$ cat src/rtl/alu_share_scheduler.sv
// Shares one combinational ALU between two requesters: round-robin grant,
// per-opcode latency countdown, divide-by-zero bypass and a held response.
module alu_share_scheduler #(
  parameter int unsigned W       = 8,
  parameter int unsigned MUL_LAT = 2,
  parameter int unsigned DIV_LAT = 4
) (
  input  logic           clk,
  input  logic           rst_n,
  input  logic           req0_valid,
  output logic           req0_ready,
  input  logic [W-1:0]   req0_a,
  input  logic [W-1:0]   req0_b,
  input  logic [3:0]     req0_control,
  input  logic           req1_valid,
  output logic           req1_ready,
  input  logic [W-1:0]   req1_a,
  input  logic [W-1:0]   req1_b,
  input  logic [3:0]     req1_control,
  output logic [W-1:0]   alu_a,
  output logic [W-1:0]   alu_b,
  output logic [3:0]     alu_control,
  input  logic [2*W-1:0] alu_out,
  output logic           rsp_valid,
  input  logic           rsp_ready,
  output logic           rsp_id,
  output logic [2*W-1:0] rsp_data,
  output logic           rsp_err
);

  localparam int unsigned CW = 4;

  typedef enum logic [1:0] {IDLE, EXEC, RESP} state_t;

  state_t        state;
  logic          last_grant;
  logic [CW-1:0] cnt;
  logic          div_zero;
  logic          txn_id;

  logic          grant0_c;
  logic          grant1_c;
  logic [W-1:0]  sel_a_c;
  logic [W-1:0]  sel_b_c;
  logic [3:0]    sel_ctl_c;
  logic          sel_dz_c;
  logic [CW-1:0] sel_lat_c;

  // Readies are combinational so a valid that drops is never accepted.
  always_comb begin
    grant0_c = 1'b0;
    grant1_c = 1'b0;
    if (state == IDLE) begin
      if (req0_valid && (!req1_valid || last_grant)) grant0_c = 1'b1;
      else if (req1_valid)                           grant1_c = 1'b1;
    end
  end

  assign req0_ready = grant0_c;
  assign req1_ready = grant1_c;

  // Winner's operands and the latency its opcode needs.
  always_comb begin
    sel_a_c   = grant1_c ? req1_a       : req0_a;
    sel_b_c   = grant1_c ? req1_b       : req0_b;
    sel_ctl_c = grant1_c ? req1_control : req0_control;
    sel_dz_c  = (sel_ctl_c[3:2] == 2'b11) && (sel_b_c == W'(0));
    sel_lat_c = CW'(1);
    case (sel_ctl_c[3:2])
      2'b10:   sel_lat_c = CW'(MUL_LAT);
      2'b11:   sel_lat_c = sel_dz_c ? CW'(1) : CW'(DIV_LAT);
      default: sel_lat_c = CW'(1);
    endcase
  end

  always_ff @(posedge clk) begin
    if (!rst_n) begin
      state       <= IDLE;
      last_grant  <= 1'b1;
      cnt         <= '0;
      div_zero    <= 1'b0;
      txn_id      <= 1'b0;
      alu_a       <= '0;
      alu_b       <= '0;
      alu_control <= '0;
      rsp_valid   <= 1'b0;
      rsp_id      <= 1'b0;
      rsp_err     <= 1'b0;
      rsp_data    <= '0;
    end else begin
      case (state)
        IDLE: begin
          if (grant0_c || grant1_c) begin
            alu_a       <= sel_a_c;
            alu_b       <= sel_b_c;
            alu_control <= sel_ctl_c;
            txn_id      <= grant1_c;
            last_grant  <= grant1_c;
            div_zero    <= sel_dz_c;
            cnt         <= sel_lat_c;
            state       <= EXEC;
          end
        end
        EXEC: begin
          cnt <= cnt - CW'(1);
          if (cnt == CW'(1)) begin
            rsp_data  <= div_zero ? '1 : alu_out;
            rsp_err   <= div_zero;
            rsp_id    <= txn_id;
            rsp_valid <= 1'b1;
            state     <= RESP;
          end
        end
        RESP: begin
          if (rsp_ready) begin
            rsp_valid   <= 1'b0;
            alu_a       <= '0;
            alu_b       <= '0;
            alu_control <= '0;
            state       <= IDLE;
          end
        end
        default: state <= IDLE;
      endcase
    end
  end

endmodule
$ cat config.mk
export PLATFORM = sky130hd
export DESIGN_NAME = alu_share_scheduler
export DESIGN_NICKNAME = d
export VERILOG_FILES = /design/src/rtl/alu_share_scheduler.sv
export SDC_FILE = /design/constraint.sdc
export NUM_CORES = 1
export LEC_CHECK = 0
export ABC_AREA = 1
export ABC_CLOCK_PERIOD_IN_PS = 2000
export CAP_MARGIN = 20
export CORE_UTILIZATION = 42
export DETAILED_ROUTE_END_ITERATION = 12
export PLACE_DENSITY = 0.8
export SLEW_MARGIN = 20
export SYNTH_ARGS = -nofsm -noshare
export SYNTH_HDL_FRONTEND = slang
export SYNTH_SLANG_ARGS = --single-unit
$ cat constraint.sdc
create_clock -name clk -period 2 [get_ports clk]
set_clock_uncertainty 0.2 [all_clocks]
set_input_delay 0.5 -clock clk [delete_from_list [all_inputs] [get_ports clk]]
set_output_delay 0.5 -clock clk [all_outputs]
set_load 0.005 [all_outputs]
=== Word level (Yosys, flattened, before mapping) ===
Index checks and enable logic that the tools add are counted.

* Register bits: 48
* Input bits: 61
* Word-level logic and storage cells: 65

* Equality and inequality tests: 8
* Add/sub/neg operators: 1
* Reduce and logical (&&, ||, !) cells: 16
* Muxes and demuxes: 28

{| class="wikitable"
|+ Operators with widths
! cell !! count
|-
| $mux W8 || 5
|-
| $pmux W8 S2 || 2
|-
| $mux W16 || 1
|-
| $mux W4 || 4
|-
| $pmux W4 S2 || 2
|-
| $reduce_and A3 Y1 || 3
|-
| $logic_not A8 Y1 || 1
|-
| $mux W1 || 7
|-
| $eq A2 B2 Y1 const B || 3
|-
| $mux W2 || 3
|-
| $pmux W2 S3 || 1
|-
| $pmux W3 S2 || 1
|-
| $reduce_and A2 Y1 || 3
|-
| $reduce_bool A2 Y1 || 3
|-
| $eq A4 B1 Y1 const B || 1
|-
| $ne A2 B2 Y1 const B || 2
|-
| $sub A4 B1 Y4 const B || 1
|-
| $mux W3 || 1
|-
| $eq A2 B1 Y1 const B || 1
|-
| $logic_and A1 B1 Y1 || 2
|-
| $logic_not A2 Y1 || 1
|-
| $logic_or A1 B1 Y1 || 2
|-
| $ne A2 B1 Y1 const B || 1
|-
| $pmux W1 S2 || 1
|-
| $logic_not A1 Y1 || 1
|}

=== Logic depth before layout (Yosys ltp) ===
Gate-level depths: netlist of run 1.

* Depth in word-level cells: 12
* Depth in mapped cells: 11
* Mapped depth without buffers: 11

=== Worst setup path before layout of run 1 ===
OpenSTA, ideal clock, no wires.

* Path type: input -> output
* Start: input port req1_valid
* End: output port req1_ready
* Cell stages on the path: 5
* Data arrival time: 1127 ps
* Required time: 1300 ps
* Path slack: 173 ps
* Cell sequence: inv_1 -> a21oi_4 -> nand2_8 -> clkinv_2 -> buf_6

* Cells in the longest elaborated chain, start to end: 5
* Elaborated cells on any way between the ends: 6
* Classes of those cells: mux: 3; reduce/logical: 3

{| class="wikitable"
|+ Ends and longest elaborated chain
! what !! RTL line !! source
|-
| start: declaration || 15 || <nowiki>input logic req1_valid,</nowiki>
|-
| $logic_not A1 Y1 || 54 || <nowiki>if (req0_valid && (!req1_valid || last_grant)) grant0_c = 1'b1;</nowiki>
|-
| $logic_or A1 B1 Y1 || 54 ||
|-
| $logic_and A1 B1 Y1 || 54 ||
|-
| $mux W1 * || 54 ||
|-
| $mux W1 * || 53 || <nowiki>if (state == IDLE) begin</nowiki>
|-
| end: declaration || 16 || <nowiki>output logic req1_ready,</nowiki>
|}

Mark *: on every way between the ends. The rest lies on a longest branch, timed or not.

=== Final worst setup path of run 1 ===
* Start: input port req0_valid
* End: output port req1_ready

* Cells in the longest elaborated chain, start to end: 3

{| class="wikitable"
|+ Ends and longest elaborated chain
! what !! RTL line !! source
|-
| start: declaration || 10 || <nowiki>input logic req0_valid,</nowiki>
|-
| $logic_and A1 B1 Y1 || 54 ||
|-
| $mux W1 || 54 ||
|-
| $mux W1 || 53 ||
|}

No other way between the ends.

==> flow_results.org, run 1 <==
** Status
- Outcome :: finished, final reports clean

** Final layout
- Number of antenna cells inserted :: 0
- Compared with the post-synthesis result, the final layout area differs by 56.7%.
- Of the cells placed in the final design, the portion with a size suffix greater than 1 is approximately an eighth.
- Design area :: about 3600 um^2
- Total number of nets in the final design :: slightly below 500
- Counting the fill cells in the layout gives ~450.

** Drt
- After detailed routing, the average wire length per cell comes to approximately 12 um.
- Across all layers, the routed design uses roughly 2400 vias.
- TritonRoute pass-1 iters :: 4
- Remaining design rule violation count :: 0
- Count of nets left with antenna violations after detail routing :: 0
- Total routed wirelength :: a little under 6000 um
- Via density :: between 4 and 5
- After the first detailed-routing iteration, the DRC count stood at 112.

** Timing
- Period Utilization, post-route :: between 90% and 100%
- The worst pin sits at a relative slew slack of approximately four fifths.
- The number of endpoints with negative hold slack in the final report is 0.
- Max Slew Vio Count :: 0
- Setup violations remaining at the end of the flow were counted as 0.
- Peak clock frequency supported by timing :: between 500 and 600 MHz
- Slew of the pin with the lowest slew margin :: 314 ps
- After layout, the worst setup slack is approximately 60 ps.
- Setup repair after global routing left no endpoint under its margin.
- Setup TNS :: 0 ps
- Worst Hold Slack :: roughly 250 ps
- The smallest clock period supported by the final layout is computed as just under 2000 ps.

** Logic synthesis
- The Yosys step of the flow raised 0 warnings.
- Cell Area, Synth :: 2310 um^2
- Syn avg cell area :: 7.47 um^2
- Of the synthesized area, sequential elements account for about two fifths.
- In this run, synthesis produced a sequential element count of 48.
- Count of cell types in the netlist :: 31
- Post-Synthesis Cells :: between 300 and 400
- Counting every net in the synthesized netlist gives around 370.

** GRT
- Entering global routing, the biggest net connects 39 pins.
- The number of antenna violations at the first check in global routing came to 0.
- Global routing finished with a remaining overflow of 0.
- The via count of the first global-routing pass was ~2400.
- Global routing used between 20% and 30% of the available tracks.
- Wire length of the first global-routing pass :: around 10000 um

** CTS
- Clock slew seen by the registers of the worst setup and hold paths :: about 90 ps
- CTS root buf :: clkbuf_8
- CTS H-Tree Depth :: 2
- The clock passes through at most 2 buffers.
- Number of sinks handled by clock tree synthesis :: 48
- Clock Latency Late Sink :: ~300 ps
- Total CTS buffers :: 5
- TritonCTS built the clock tree.

** Critical path
- For the worst setup path, the data required time is 1300 ps.
- Data arrives at the worst endpoint at about 1200 ps.
- Worst setup path endpoint :: req1_ready
- Depth of the most critical reg-to-reg path :: 9
- Crit path from :: req0_valid
- Worst reg2reg path startpoint :: state[0]
- Element type at the critical path end :: output port
- Of all nets on the critical path, the largest fanout is 2.
- Startpoint-to-endpoint class of the critical path :: in2out
- Reg-to-reg endpoint :: alu_b[0]
- The worst setup path is launched from a primary input.
- The worst register-to-register path has a setup slack of 240 ps.

** Min path
- In this run the most critical hold path is launched from rsp_err.
- The min-delay analysis places its worst path in the category reg2reg.

** Placement
- Placer's final routability congestion estimate :: between 0.7 and 0.8
- In this run the cell area measured after placement is 3490 um^2.
- At the placement stage, the worst setup path has a slack of -584 ps.
- The wire-length estimate of the detail-placed layout is 4410 um.
- Quantity of I/O buffers inserted on ports :: just over 100

** Power and ir drop
- Of the total power, registers draw 41.8%.
- Part of the total power dissipated in combinational logic :: a little under a third
- In this run the power density over the cells is roughly 750 nW/um^2.
- Net switching component of the power :: 0.805 mW
- Power comes to around 2.7 mW.
- Of the total power, the clock network draws 26.5%.
- Internal power comes to between 1.5 and 2 mW.
- Across the VDD grid, the largest voltage drop is around 0.43 mV.
- Standby leakage power :: approximately 1.5 nW
- Net switching fraction of the power :: 29.7%

** Floorplanning
- In this run the vertical extent of the chip is around 76 um.
- After floorplanning, the core was divided into 26 placement rows.
- The region available for standard cell placement spans ~5200 um^2.
- Effective utilization at floorplan :: 44.3%
- Die width :: around 76 um
- I/O Pins :: ~100
- Die ar. :: between 5000 and 6000 um^2

** Run
- Number of max-capacitance violations reported :: 0
-- worst max-delay path: stages --
cell	delay, ps
clkdlybuf4s15_1	220
a21oi_4	220
nand2_8	60
clkinv_2	50
clkdlybuf4s15_2	190
-- cells by family after synthesis --
group                    Yosys count  share of synthesized area [%]
flip-flops                        48                           41.6
buffers and inverters             48                           9.22
XOR/XNOR                           1                          0.380
adder cells (fa/ha/maj)            2                           1.08
AND/OR/NAND/NOR                  117                           24.5
AO/OA/AOI/OAI                     93                           23.2
-- per-stage QoR --
step | util (%) | instances
after floorplan | - | 309
after global placement | 67.1 | 488
after detailed placement | 67.1 | 488
after CTS | 69.4 | 497
after global routing | 69.5 | 497
final | 69.5 | 497
-- cell usage after synthesis, drive strengths merged --
master  number  area [um^2]
inv         31          116
o21ai       26          134
clkbuf       9         33.8
buf          7         57.6
xnor2        1         8.76
or2          4         25.0
nand2       67          297
a21oi       46          245
nand3        9         45.0
a31oi        2         12.5
dfxtp       48          961
nand3b       8         60.1
nor2        26          123
o211ai       3         22.5
ha           2         25.0
o21bai      16          120
clkinv       1         5.00
nand4        1         6.26
nor3         2         10.0
-- layout make-up --
class                           count  area, um^2  share of cell area, %
Clock buffer                        5        68.8                   1.90
Clock inverter                      3        46.3                   1.28
Multi-Input combinational cell    213        1140                   31.4
Sequential cell                    48         961                   26.6
Tap cell                           70        87.6                   2.42
Timing Repair Buffer              126        1190                   33.0
Inverter                           32         121                   3.36
-- timing repair --
| action | in CTS | in global routing |
|---|---|---|
| gates cloned | 0 | 0 |
| setup endpoints to repair | 20 | 4 |
| hold buffers | 0 | 0 |
| gates resized for setup | 12 | 2 |
| setup buffers | 1 | 0 |
| pin swaps | 1 | 1 |
-- state kept, by name, summed over array words and instances (netlist names), 2 cells and up --
signal       count
cnt              4
alu_a            8
alu_b            8
alu_control      4
state            2
rsp_data        16
-- worst min path at each step --
stage / end / slack (ps) / cells after the start
after floorplan: rsp_err / 240 / 2
after global placement: rsp_err / 230 / 2
after detailed placement: rsp_err / 240 / 2
after CTS: rsp_err / 250 / 2
after global routing: rsp_id / 280 / 2
final: rsp_err / 250 / 2
-- power groups by stage --
stage	sequential (mW)	clock [mW]	combinational, mW
2_1_floorplan	1.15	0	0.434
3_3_place_gp	1.15	0	0.846
3_5_place_dp	1.15	0	0.860
4_1_cts	1.13	0.728	0.864
5_1_grt	1.15	0.778	0.957
6_report	1.13	0.718	0.857
-- layer usage --
| metal | wire length (um) | up-vias | track usage, % |
|---|---|---|---|
| li1 | - | 1239 | - |
| met1 | 2590 | 1065 | 24.8 |
| met2 | 2880 | 55 | 37.9 |
| met3 | 298 | 11 | 6.71 |
| met4 | 113 | 0 | 6.73 |
| met5 | 0 | - | 0 |
-- layout by cell type, fill, tap and decap left out, types with 5 or more instances in the layout --
master,count
nand2_1,62
a21oi_1,44
clkdlybuf4s50_1,97
inv_1,28
dfxtp_1,48
nor2_1,21
o21bai_1,16
buf_4,25
clkbuf_8,5
nand3b_1,8
nand3_1,9
o21ai_0,25
Power figures use the tool's default switching activity.
==> run 2, diff against run 1 <==
--- a/config.mk
+++ b/config.mk
@@ -6,11 +6,11 @@
 export NUM_CORES = 1
 export LEC_CHECK = 0
 export ABC_AREA = 1
-export ABC_CLOCK_PERIOD_IN_PS = 2000
+export ABC_CLOCK_PERIOD_IN_PS = 1700
 export CAP_MARGIN = 20
-export CORE_UTILIZATION = 42
+export CORE_UTILIZATION = 38
 export DETAILED_ROUTE_END_ITERATION = 12
-export PLACE_DENSITY = 0.8
+export PLACE_DENSITY = 0.77
 export SLEW_MARGIN = 20
 export SYNTH_ARGS = -nofsm -noshare
 export SYNTH_HDL_FRONTEND = slang
==> constraint.sdc (replaced) <==
create_clock -name clk -period 1.7 [get_ports clk]
set_clock_uncertainty 0.2 [all_clocks]
set_input_delay 0.425 -clock clk [delete_from_list [all_inputs] [get_ports clk]]
set_output_delay 0.425 -clock clk [all_outputs]
set_load 0.005 [all_outputs]
==> run 2 against run 1 <==
Net effect:
- hold slack worse by 1.5 ps
- combinational power grew 25%
- critical path type is now reg2out
- the flow now finishes with violations (setup timing)
- global-route usage fell by 0.059 points
==> flow_results.org, run 2 (synthesis results as in run 1) <==
** Final layout
- Number of fill cells :: approximately 520
- After routing the design area is ~3800 um^2.
- More flip-flops sit in one register than any other, and that register is rsp_data.
- The net count of the finished layout is roughly 500.
- Footprint of the multi-input gates :: 1240 um^2
- Max FFs per register :: 16
- Leaving out fill and tap cells, the most frequent cell in the layout is clkdlybuf4s50_1.
- Fraction of final layout cells sized beyond drive strength 1 :: between 20 and 25%
- Top library cells by usage in the layout, fill and taps aside :: clkdlybuf4s50_1 (58), nand2_1 (46), a21oi_1 (44)
- Combined flip-flop and latch cell area :: around 1000 um^2
- Top Registers :: rsp_data: 16 flops, alu_a: 8 flops, alu_b: 8 flops
- Number of antenna cells inserted :: 0
- For this run, the number of standard cells in the final layout without fillers is 503.
- Compared with the post-synthesis result, the final layout area differs by 65.1%.

** CTS
- CTS max path bufs :: 2
- Number of sinks handled by clock tree synthesis :: 48
- CTS H-Tree Depth :: 2
- Clock slew seen by the registers of the worst setup and hold paths :: 90 ps
- CTS tree :: yes
- Hold Buf Count CTS :: 0
- Total CTS buffers :: 5
- The tree is rooted in a clkbuf_8.
- Clock Latency Late Sink :: 300 ps

** Drt
- The first routing iteration left around 110 violations.
- Remaining design rule violation count :: 0
- Routed length per instance :: approximately 13 um
- For this block, the via count after detailed routing is about 2500.
- Via density :: around 5
- Count of nets left with antenna violations after detail routing :: 0
- For this block, the routed nets add up to roughly 6600 um of wire.
- TritonRoute pass-1 iters :: 4

** Placement
- Placer's final routability congestion estimate :: between 0.8 and 0.9
- Placed cell areas :: about 3500 um^2
- Detailed placement finished with a half-perimeter wire length of around 4500 um.
- Quantity of I/O buffers inserted on ports :: 101
- The number of placed instances, taps included, is between 400 and 500.

** Critical path
- Tracing the worst setup path back leads to its startpoint at state[0].
- The worst setup path is launched from a flip-flop.
- Cells along the critical path :: nor2_4 -> nand2_8 -> clkinv_4 -> buf_6
- Arrival time at the worst endpoint :: around 1100 ps
- Element type at the critical path end :: output port
- The worst setup path is of the reg2out kind.
- In this run the critical register-to-register path is launched from state[0].
- Of all nets on the critical path, the largest fanout is 4.
- For this design, the slowest cell found on the critical path is dfxtp_2.
- For the worst setup path, the data required time is around 1100 ps.
- The largest single stage delay on the critical path is ~340 ps.

** Timing
- Peak clock frequency supported by timing :: 574 MHz
- At the pin with the least slew margin, the transition time is 656 ps.
- Setup TNS :: -53.8 ps
- After layout, the minimum clock period comes to between 1500 and 2000 ps.
- Setup violation total in the final timing report :: 2
- Setup slack on the critical path of the routed design comes to -43.2 ps.
- Period Utilization, post-route :: 103%
- The number of endpoints with negative hold slack in the final report is 0.
- Setup repair after global routing could not meet its margin everywhere.
- The worst pin sits at a relative slew slack of between 50% and 60%.
- Max Slew Vio Count :: 0
- The tightest hold path in the finished design has a slack of between 200 and 250 ps.

** GRT
- Summed over all layers, the global routing overflow is 0.
- Pin count of the biggest net entering global routing :: 39
- The via count of the first global-routing pass was about 2400.
- Wire length of the first global-routing pass :: roughly 11000 um
- All-Layer GR Usage :: ~21%
- The number of antenna violations at the first check in global routing was 0.

** Power and ir drop
- Maximum VDD drop :: around 0.43 mV
- Summed over all cells, the static leakage comes to ~1.7 nW.
- Cell Pwr Density :: between 800 and 900 nW/um^2

** Min path
- Worst min-delay path category :: reg2reg
- Hold Crit Start :: rsp_err

** Floorplanning
- The die covers around 6400 um^2.
- Die width :: 79.9 um
- between 100 and 150 I/O pins were placed.
- The die is 79.9 um tall.
- Once the floorplan was initialized, standard cells occupied between 30% and 40% of the core.
- The region available for standard cell placement spans 5890 um^2.
- Placement row count :: 28

** Status
- The final reports fail on setup timing.
- The flow ran to the end, but the final reports show violations.

** Run
- Number of max-capacitance violations reported :: 0
run 2: layout make-up:
| type | count | share of cell area (%) |
|---|---|---|
| clock buffers | 7 | 2.53 |
| well taps | 75 | 2.46 |
| repair buffers | 127 | 32.1 |
| inverters | 32 | 3.35 |
| flip-flops and latches | 48 | 26.2 |
| multi-input cells | 213 | 32.6 |
| clock inverters | 1 | 0.788 |
run 2: what timing repair did:
action                                  in CTS  in global routing
cloned                                       2                  0
endpoints found under the setup margin      69                 34
setup buffers                                5                  1
resized for setup                          101                 35
pin swaps                                    8                 15
run 2: final timing paths:
kind / to / slack, ps / cells past startpoint
setup / recovery: req1_ready / -40 / 4
setup reg to reg: cnt[0] / 10 / 8
hold / removal: rsp_err / 250 / 2
hold reg to reg: rsp_err / 250 / 2
run 2: report_power, final:
group / total (mW) / leakage (nW) / switching, mW / internal [mW]
combinational: 1.07 / 1.28 / 0.520 / 0.546
clock: 0.907 / 0.0645 / 0.387 / 0.519
sequential: 1.35 / 0.404 / 0.0882 / 1.26
total: 3.33 / 1.75 / 0.996 / 2.33
run 2: routing by layer:
| metal | GRT usage (%) | wire, um | vias to the layer above |
|---|---|---|---|
| li1 | - | - | 1246 |
| met1 | 25.1 | 2840 | 1177 |
| met2 | 39.8 | 3470 | 62 |
| met3 | 4.34 | 274 | 4 |
| met4 | 4.82 | 46 | 0 |
| met5 | 0 | 0 | - |
run 2: stage by stage:
stage               util [%]  power (mW)  setup slack, ps
finish                  64.7        3.33            -43.2
global placement        59.7        2.35             -707
detailed placement      59.7        2.38             -738
floorplan                  -        1.86             8.65
CTS                     64.0        3.31            -69.8
global route            64.7        3.53             -101
run 2: critical path: cells and delay by family, from the launching register on:
kind / cells / cell delay (ps)
buffers and inverters: 2 / 140
flip-flops: 1 / 340
AND/OR/NAND/NOR: 2 / 330
==> run 3, diff against run 2 <==
--- a/config.mk
+++ b/config.mk
@@ -8,9 +8,11 @@
 export ABC_AREA = 1
 export ABC_CLOCK_PERIOD_IN_PS = 1700
 export CAP_MARGIN = 20
+export CORE_ASPECT_RATIO = 0.9
+export CORE_MARGIN = 2
 export CORE_UTILIZATION = 38
 export DETAILED_ROUTE_END_ITERATION = 12
-export PLACE_DENSITY = 0.77
+export PLACE_DENSITY_LB_ADDON = 0.15
 export SLEW_MARGIN = 20
 export SYNTH_ARGS = -nofsm -noshare
 export SYNTH_HDL_FRONTEND = slang
==> run 3 against run 2 <==
Net effect:
- the run still ends with setup timing left
- cell count is 0.20% lower
- non-clock buffer count is 4 higher
- critical endpoint unchanged
- critical path depth stayed put
- critical path type unchanged
- highest routed layer unchanged
==> flow_results.org, run 3 (synthesis results as in run 1) <==
** Status
- The run finished, with violations left.
- The final reports fail on setup timing.

** Timing
- Counting I/O delays and the setup requirement, the final critical path takes 1730 ps.
- Based on the critical path, the design can be clocked at up to 579 MHz.
- Max Slew Vio Count :: 0
- Of the available clock period, the critical path in the final layout requires 102%.
- In this run the tightest slew margin relative to its limit is between 50% and 60%.
- Setup violation total in the final timing report :: 2
- Fin. Hold Viols :: 0
- Unrepaired setup endpoints after global routing :: yes
- Worst setup margin :: -27.5 ps
- After routing, the total negative slack on setup checks comes to -36.6 ps.
- Slew of the pin with the lowest slew margin :: between 600 and 700 ps

** Final layout
- After routing the design area is between 3000 and 4000 um^2.
- Total number of nets in the final design :: ~490
- In the final layout, the share of cells above drive strength 1 is ~23%.
- The repair_antennas step left the layout with diodes totalling 0.
- Max FFs per register :: 16
- In the final layout, the registers with the most flip-flops are rsp_data: 16 flops, alu_a: 8 flops, alu_b: 8 flops.
- Biggest register :: rsp_data
- Top library cells by usage in the layout, fill and taps aside :: nand2_1 (58), clkdlybuf4s50_1 (58), a21oi_1 (41)
- Layout area overhead :: 62.9%

** CTS
- CTS H-Tree Depth :: 2
- CTS tree :: yes
- Buffers inserted to repair hold after CTS numbered 0.
- The tree built by TritonCTS fans out to 48 sinks.
- Total CTS buffers :: 5
- The clock passes through at most 2 buffers.
- Clock Latency Late Sink :: ~300 ps
- After clock tree synthesis, the clock-pin slew on the worst setup and hold paths is 90 ps.
- CTS placed an instance of clkbuf_8 at the clock tree root.

** Power and ir drop
- Overall Power :: roughly 3.2 mW
- The worst-case IR drop observed on VDD is approximately 0.43 mV.
- Cell Pwr Density :: about 860 nW/um^2
- Standby leakage power :: 1.74 nW

** Critical path
- The worst setup path is of the reg2out kind.
- Stage delay of the slowest cell on the critical path :: ~340 ps
- In this run the worst path has a maximum fanout of 3.
- Worst path slowest cell :: dfxtp_2
- Cell family contributing the most delay on the critical path :: flip-flops
- Element type at the critical path end :: output port
- For the worst setup path, the data required time is roughly 1100 ps.
- Arrival time at the worst endpoint :: approximately 1100 ps
- Walking the worst path, the cells encountered are nor2_4 -> nand2_8 -> clkinv_4 -> buf_6.
- Buffers & Inverters on Critical Path :: 2
- STA classifies the critical path startpoint as a flip-flop.

** GRT
- Wire length of the first global-routing pass :: approximately 9800 um
- Entering global routing, the biggest net connects 39 pins.
- Global routing finished with a remaining overflow of 0.
- Antenna violations before repair :: 0
- All-Layer GR Usage :: between 15 and 20%
- Vias in the first global route :: ~2200

** Placement
- Quantity of I/O buffers inserted on ports :: 101
- At the end of routability-driven placement, the weighted congestion stood at 0.745.
- Detailed Place HPWL :: between 4000 and 5000 um
- DP Worst Slack :: -699 ps
- The placed instances occupy a cell area of between 3000 and 4000 um^2.

** Floorplanning
- Core footprint :: ~5800 um^2
- From left edge to right edge, the die measures between 80 and 90 um.
- Die outline height :: between 70 and 80 um
- During I/O placement, the number of pins put on the boundary was 102.
- Effective utilization at floorplan :: 40.1%
- Die ar. :: ~6700 um^2
- Placement row count :: 26

** Drt
- Once detail routing completed, the nets flagged for antenna violations numbered 0.
- DRC violation total after the first TritonRoute iteration :: 63
- Via Count :: 2391
- Max layer used :: met4
- The first TritonRoute pass finished after 4 iterations.
- Met2 wire length :: approximately 3000 um
- In the routed layout, each cell is associated on average with a via count of ~4.8.
- In the final routed layout, each cell accounts on average for approximately 12 um.
- Total routed wirelength :: roughly 6000 um
- Remaining design rule violation count :: 0
- Met1 layer wirelength in the final routing :: 2680 um
- The routed design uses slightly above 300 um of met3 wire.

** Run
- Max-cap violations in this run came to 0.

** Min path
- Worst min-delay path category :: reg2reg
run 3: final timing paths:
path	depth (start not counted)	slack, ps	startpoint	end
worst min register to register	2	240	rsp_err	rsp_err
worst max-delay path	4	-30	state[0]	req1_ready
worst max register to register	7	30	state[0]	div_zero
worst min-delay path	2	240	rsp_err	rsp_err
run 3: cell type report:
class | instances | area [um^2]
fillers | 540 | 2000
repair buffers | 131 | 1260
clock buffers | 5 | 68.8
well taps | 70 | 87.6
multi-input cells | 213 | 1170
clock inverters | 3 | 42.5
flip-flops and latches | 48 | 996
inverters | 32 | 128
run 3: worst reg2reg max path: stages, from the launching register on:
cell	delay (ps)
dfxtp_2	340
nor2_4	230
nand2_8	90
buf_8	180
o21ai_4	140
nand2_1	80
nand3b_1	190
a21oi_1	150
run 3: metrics by stage:
stage | hold WS, ps | instances | util, %
after global routing | 274 | 502 | 65.3
after detailed placement | 236 | 489 | 61.5
after floorplan | 240 | 309 | -
after global placement | 234 | 489 | 61.5
after CTS | 248 | 502 | 64.3
final | 243 | 502 | 65.3
run 3: timing repair:
item,in CTS,in global routing
buffers inserted,8,2
pin swaps,7,15
gates resized for setup,96,19
endpoints found under the setup margin,67,40
run 3: metal layers:
layer | up-vias | track usage [%]
met1 | 1081 | 21.7
met5 | - | 0
li1 | 1250 | -
met2 | 51 | 31.2
met4 | 0 | 4.92
met3 | 9 | 4.57
run 3: power by group:
part | leakage (nW) | internal [mW] | switching (mW)
Sequential | 0.404 | 1.26 | 0.0848
Clock | 0.0541 | 0.436 | 0.394
Combinational | 1.28 | 0.568 | 0.492
